--- src/rtl/threshold_voter.sv ---
// Registered N-channel threshold voter with persistence-based channel fault isolation.
// Channels that disagree with the vote for PERSIST consecutive valid samples become sticky-faulted.
module threshold_voter #(
  parameter int unsigned N       = 3,
  parameter int unsigned THRESH  = 2,
  parameter int unsigned PERSIST = 3
) (
  input  logic         clk,
  input  logic         rst,
  input  logic         in_valid,
  input  logic [N-1:0] in,
  input  logic [N-1:0] mask,
  input  logic         clr_fault,
  output logic         o,
  output logic         o_valid,
  output logic         agree,
  output logic         no_quorum,
  output logic [N-1:0] fault
);

  localparam int unsigned CW = $clog2(N + 1);
  localparam int unsigned PW = $clog2(PERSIST + 1);

  logic                  o_q, o_d;
  logic                  o_valid_q, o_valid_d;
  logic                  agree_q, agree_d;
  logic                  no_quorum_q, no_quorum_d;
  logic [N-1:0]          fault_q, fault_d;
  logic [N-1:0][PW-1:0]  cnt_q, cnt_d;

  logic [N-1:0]  en;
  logic [CW-1:0] ones;
  logic [CW-1:0] nen;
  logic          vote;
  logic          nq;
  logic          all_match;

  // Vote datapath: enabled set uses the fault register as it stood before this edge.
  always_comb begin
    en   = ~mask & ~fault_q;
    ones = '0;
    nen  = '0;
    for (int i = 0; i < N; i++) begin
      ones = ones + CW'(in[i] & en[i]);
      nen  = nen + CW'(en[i]);
    end
    vote      = (ones >= CW'(THRESH));
    nq        = (nen < CW'(THRESH));
    all_match = (((in ^ {N{vote}}) & en) == '0);
  end

  always_comb begin
    o_d         = o_q;
    agree_d     = agree_q;
    no_quorum_d = no_quorum_q;
    o_valid_d   = in_valid;
    fault_d     = fault_q;
    cnt_d       = cnt_q;

    if (in_valid) begin
      o_d         = vote;
      no_quorum_d = nq;
      agree_d     = !nq && all_match;
      for (int i = 0; i < N; i++) begin
        if (en[i]) begin
          if (in[i] != vote) begin
            if (cnt_q[i] != PW'(PERSIST)) begin
              cnt_d[i] = cnt_q[i] + 1'b1;
            end
            if (cnt_d[i] == PW'(PERSIST)) begin
              fault_d[i] = 1'b1;
            end
          end else begin
            cnt_d[i] = '0;
          end
        end
      end
    end

    // Clear wins over any increment or fault set on the same edge.
    if (clr_fault) begin
      fault_d = '0;
      cnt_d   = '0;
    end
  end

  always_ff @(posedge clk or posedge rst) begin
    if (rst) begin
      o_q         <= 1'b0;
      o_valid_q   <= 1'b0;
      agree_q     <= 1'b0;
      no_quorum_q <= 1'b0;
      fault_q     <= '0;
      cnt_q       <= '0;
    end else begin
      o_q         <= o_d;
      o_valid_q   <= o_valid_d;
      agree_q     <= agree_d;
      no_quorum_q <= no_quorum_d;
      fault_q     <= fault_d;
      cnt_q       <= cnt_d;
    end
  end

  assign o         = o_q;
  assign o_valid   = o_valid_q;
  assign agree     = agree_q;
  assign no_quorum = no_quorum_q;
  assign fault     = fault_q;

endmodule

--- config.mk ---
export PLATFORM = sky130hd
export DESIGN_NAME = threshold_voter
export DESIGN_NICKNAME = d
export VERILOG_FILES = /design/src/rtl/threshold_voter.sv
export SDC_FILE = /design/constraint.sdc
export NUM_CORES = 1
export LEC_CHECK = 0
export ABC_AREA = 1
export BUFFER_PORTS_ARGS = -buffer_cell sky130_fd_sc_hd__buf_2
export CAP_MARGIN = 20
export CORE_MARGIN = 5
export CORE_UTILIZATION = 50
export DETAILED_ROUTE_END_ITERATION = 8
export HOLD_SLACK_MARGIN = 0.02
export PLACE_DENSITY_LB_ADDON = 0.12
export SLEW_MARGIN = 20
export SYNTH_ARGS = -nofsm -noshare
export SYNTH_HDL_FRONTEND = slang
export SYNTH_SLANG_ARGS = --single-unit
--- constraint.sdc ---
create_clock -name clk -period 3.86 [get_ports clk]
set_clock_uncertainty 0.2 [all_clocks]
set_input_delay 0.193 -clock clk [delete_from_list [all_inputs] [get_ports clk]]
set_output_delay 0.193 -clock clk [all_outputs]
set_load 0.05 [all_outputs]
==> results.cfg <==
[cts]
root_buffer = clkbuf_4
htree_levels = 1
clkTransAtPathRegs_ps = 80
clock-sinks = 13
cts_made_buffers = 3
cts_tree = yes
cts_buffer_depth = 2
clock_latency_ps = 280

[floorplan]
rows = 14
die_area_sq_mm = 0.00241
io-pin-count = 17
die_h_microns = 49.1
dieWidth_microns = 49.1
core_area_sq_mm = 0.00147
initial_core_util = 0.519

[yosys]
ys_warn_count = 0
avgSynthCellArea_sq_um = 8.77
synth_cell_type_count = 21
synthesis.area_sq_um = 763
ys_seq_area_frac = 0.426
syn_nets = 99
ys_seq_elements = 13
synth_cells = 87

[routing]
drt-pass1-iter-count = 4
wl_microns = 1580
ant_nets = 0
drc = 0
drt_iter0_drc = 12
vias = 671
vias_per_cell = 5.46
wire_per_inst_microns = 12.8

[final_layout]
syn_to_final_growth_pct = 17.9
fin_nets = 120
layout-drive-gt1-share = 0.355
fin_util = 0.611
n_antenna_cell = 0
nFillCells = 142

[global_routing]
grt_usage = 0.142
grt_pass1_wl_microns = 2670
grt_pass1_vias = 608
grt_overflow = 0
grt_max_degree = 14
antenna_found_initial = 0

[sta]
hold_viol_final = 0
worst_slew_pin_slew_ps = 500
max_freq_ghz = 0.532
max_slew_margin = 0.666
fin_crit_sh = 0.487
slew_violations = 0
final-setup-viol-count = 0
fin_ws_ps = 1980
rsz0062_at_grt = no
hold_ws_ps = 61.5
period_minus_slack_ps = 1880
tns_ps = 0

[run]
cap_viol_max_count = 0

[worst_setup_path]
cp-start-kind = register
cp_num_buf_inv = 1
crit_family = simple AND/OR/NAND/NOR gates
crit_chain = nor3_1 > ha_1 > nand2_1 > inv_2 > nand2_4 > nand2_4 > nand2_2 > nand3_2 > a21oi_1
cp_common_cell = nand2_4
critPathSlowestCell = dfrtp_1
worst_path_largest_cell_delay_ps = 440
cp_max_fo = 5
crit_arrival_ps = 1890
crit_required_ps = 3860
end_kind = register
worst-setup-path-type = reg2reg

[placed_design]
port_buffers = 16
dpl.hpwl_microns = 1220
pre_cts_ws_ps = 2010
gp_congestion = 0.813

[power_and_ir_drop]
vdd_drop_max_mv = 0.286
power_mw = 0.326
p_per_area_mw_per_mm2 = 362
p_leak_nw = 0.473

[worst_hold_path]
hp-class = in2reg

[status]
status = finished, final reports clean
[metal layers]
metal,vias to the layer above,GRT usage,share of wire
li1,326,-,-
met1,317,0.181,0.45
met2,23,0.219,0.47
met3,5,0.0306,0.055
met4,0,0.0807,0.027
met5,-,0,0
[worst min-delay path: stages]
cell	delay, ps
buf_2	110
nand2_4	60
nand3_2	80
a21oi_1	60
[synthesized netlist by cell type (all sizes together)]
| master | instances | area (sq um) |
|---|---|---|
| nand2 | 26 | 128 |
| dfrtp | 13 | 325 |
| inv | 10 | 37.5 |
| nand3 | 9 | 80.1 |
| a21oi | 6 | 30.0 |
| nor2 | 6 | 45.0 |
| o21ai | 4 | 23.8 |
| buf | 2 | 10.0 |
| ha | 2 | 25.0 |
| nor3 | 2 | 10.0 |
| o211ai | 2 | 15.0 |
| o22ai | 2 | 12.5 |
| a31oi | 1 | 6.26 |
| o2111ai | 1 | 8.76 |
| or2 | 1 | 6.26 |
[logic make-up (layout without fill, tap and decap cells)]
family,Yosys count,after routing,share of synthesized area
and+or+nand+nor,44,44,0.352
AOI/OAI and AO/OA,16,16,0.126
DFF,13,13,0.426
adders and majority gates,2,2,0.0328
buffers and inverters,12,32,0.0623
[what timing repair did]
| action | 4_1_cts | 5_1_grt |
|---|---|---|
| resized for setup | 0 | 0 |
| buffers inserted | 0 | 0 |
| hold endpoints to repair | 14 | 0 |
| hold buffers | 2 | 0 |
[sequential cells by signal (all words and copies together), names as in the netlist]
register / count
cnt_q: 6
fault: 3
agree: 1
no_quorum: 1
o: 1
o_valid: 1
[path summary, 6_finish.rpt]
check                         start        to  slack, ps  cells after the start
max                        fault[0]  cnt_q[5]       1980                      9
max reg2reg                fault[0]  cnt_q[5]       1980                      9
min reg2reg                   agree     agree        290                      2
min in group asynchronous       rst  cnt_q[1]        270                      3
min                           in[0]  cnt_q[1]         60                      4
max in group asynchronous       rst  cnt_q[4]       2850                      3
[placed cells by master, fill, tap and decap left out, types with 3 or more instances in the layout]
cell type / netlist / layout
nand2_1: 20 / 20
clkbuf_4: 0 / 3
inv_1: 8 / 8
nand2_2: 3 / 3
o21ai_1: 3 / 3
dfrtp_1: 13 / 13
nand3_2: 7 / 7
nor2_4: 3 / 3
nor2_1: 3 / 3
a21oi_1: 6 / 6
buf_2: 2 / 16
nand2_4: 3 / 3
[area by class of cell]
cell class              count  area (sq um)  area share
clock buffers               4          26.3      0.0292
inverters                  10          37.5      0.0417
multi-input cells          62           390       0.434
flip-flops and latches     13           325       0.362
well taps                  16          20.0      0.0223
repair buffers             18           100       0.111
[power breakdown]
part / leakage (nW) / total [mW] / internal (mW) / switching, mW
Sequential: 0.171 / 0.154 / 0.147 / 0.00730
Combinational: 0.287 / 0.0853 / 0.0264 / 0.0589
Clock: 0.0150 / 0.0864 / 0.0402 / 0.0462
[per-stage QoR]
step | instances | instance area, sq um
detailed placement | 117 | 853
global placement | 117 | 853
finish | 123 | 900
CTS | 123 | 900
floorplan | 87 | 763
global route | 123 | 900
Note: power is estimated with default switching activity, not from simulation.
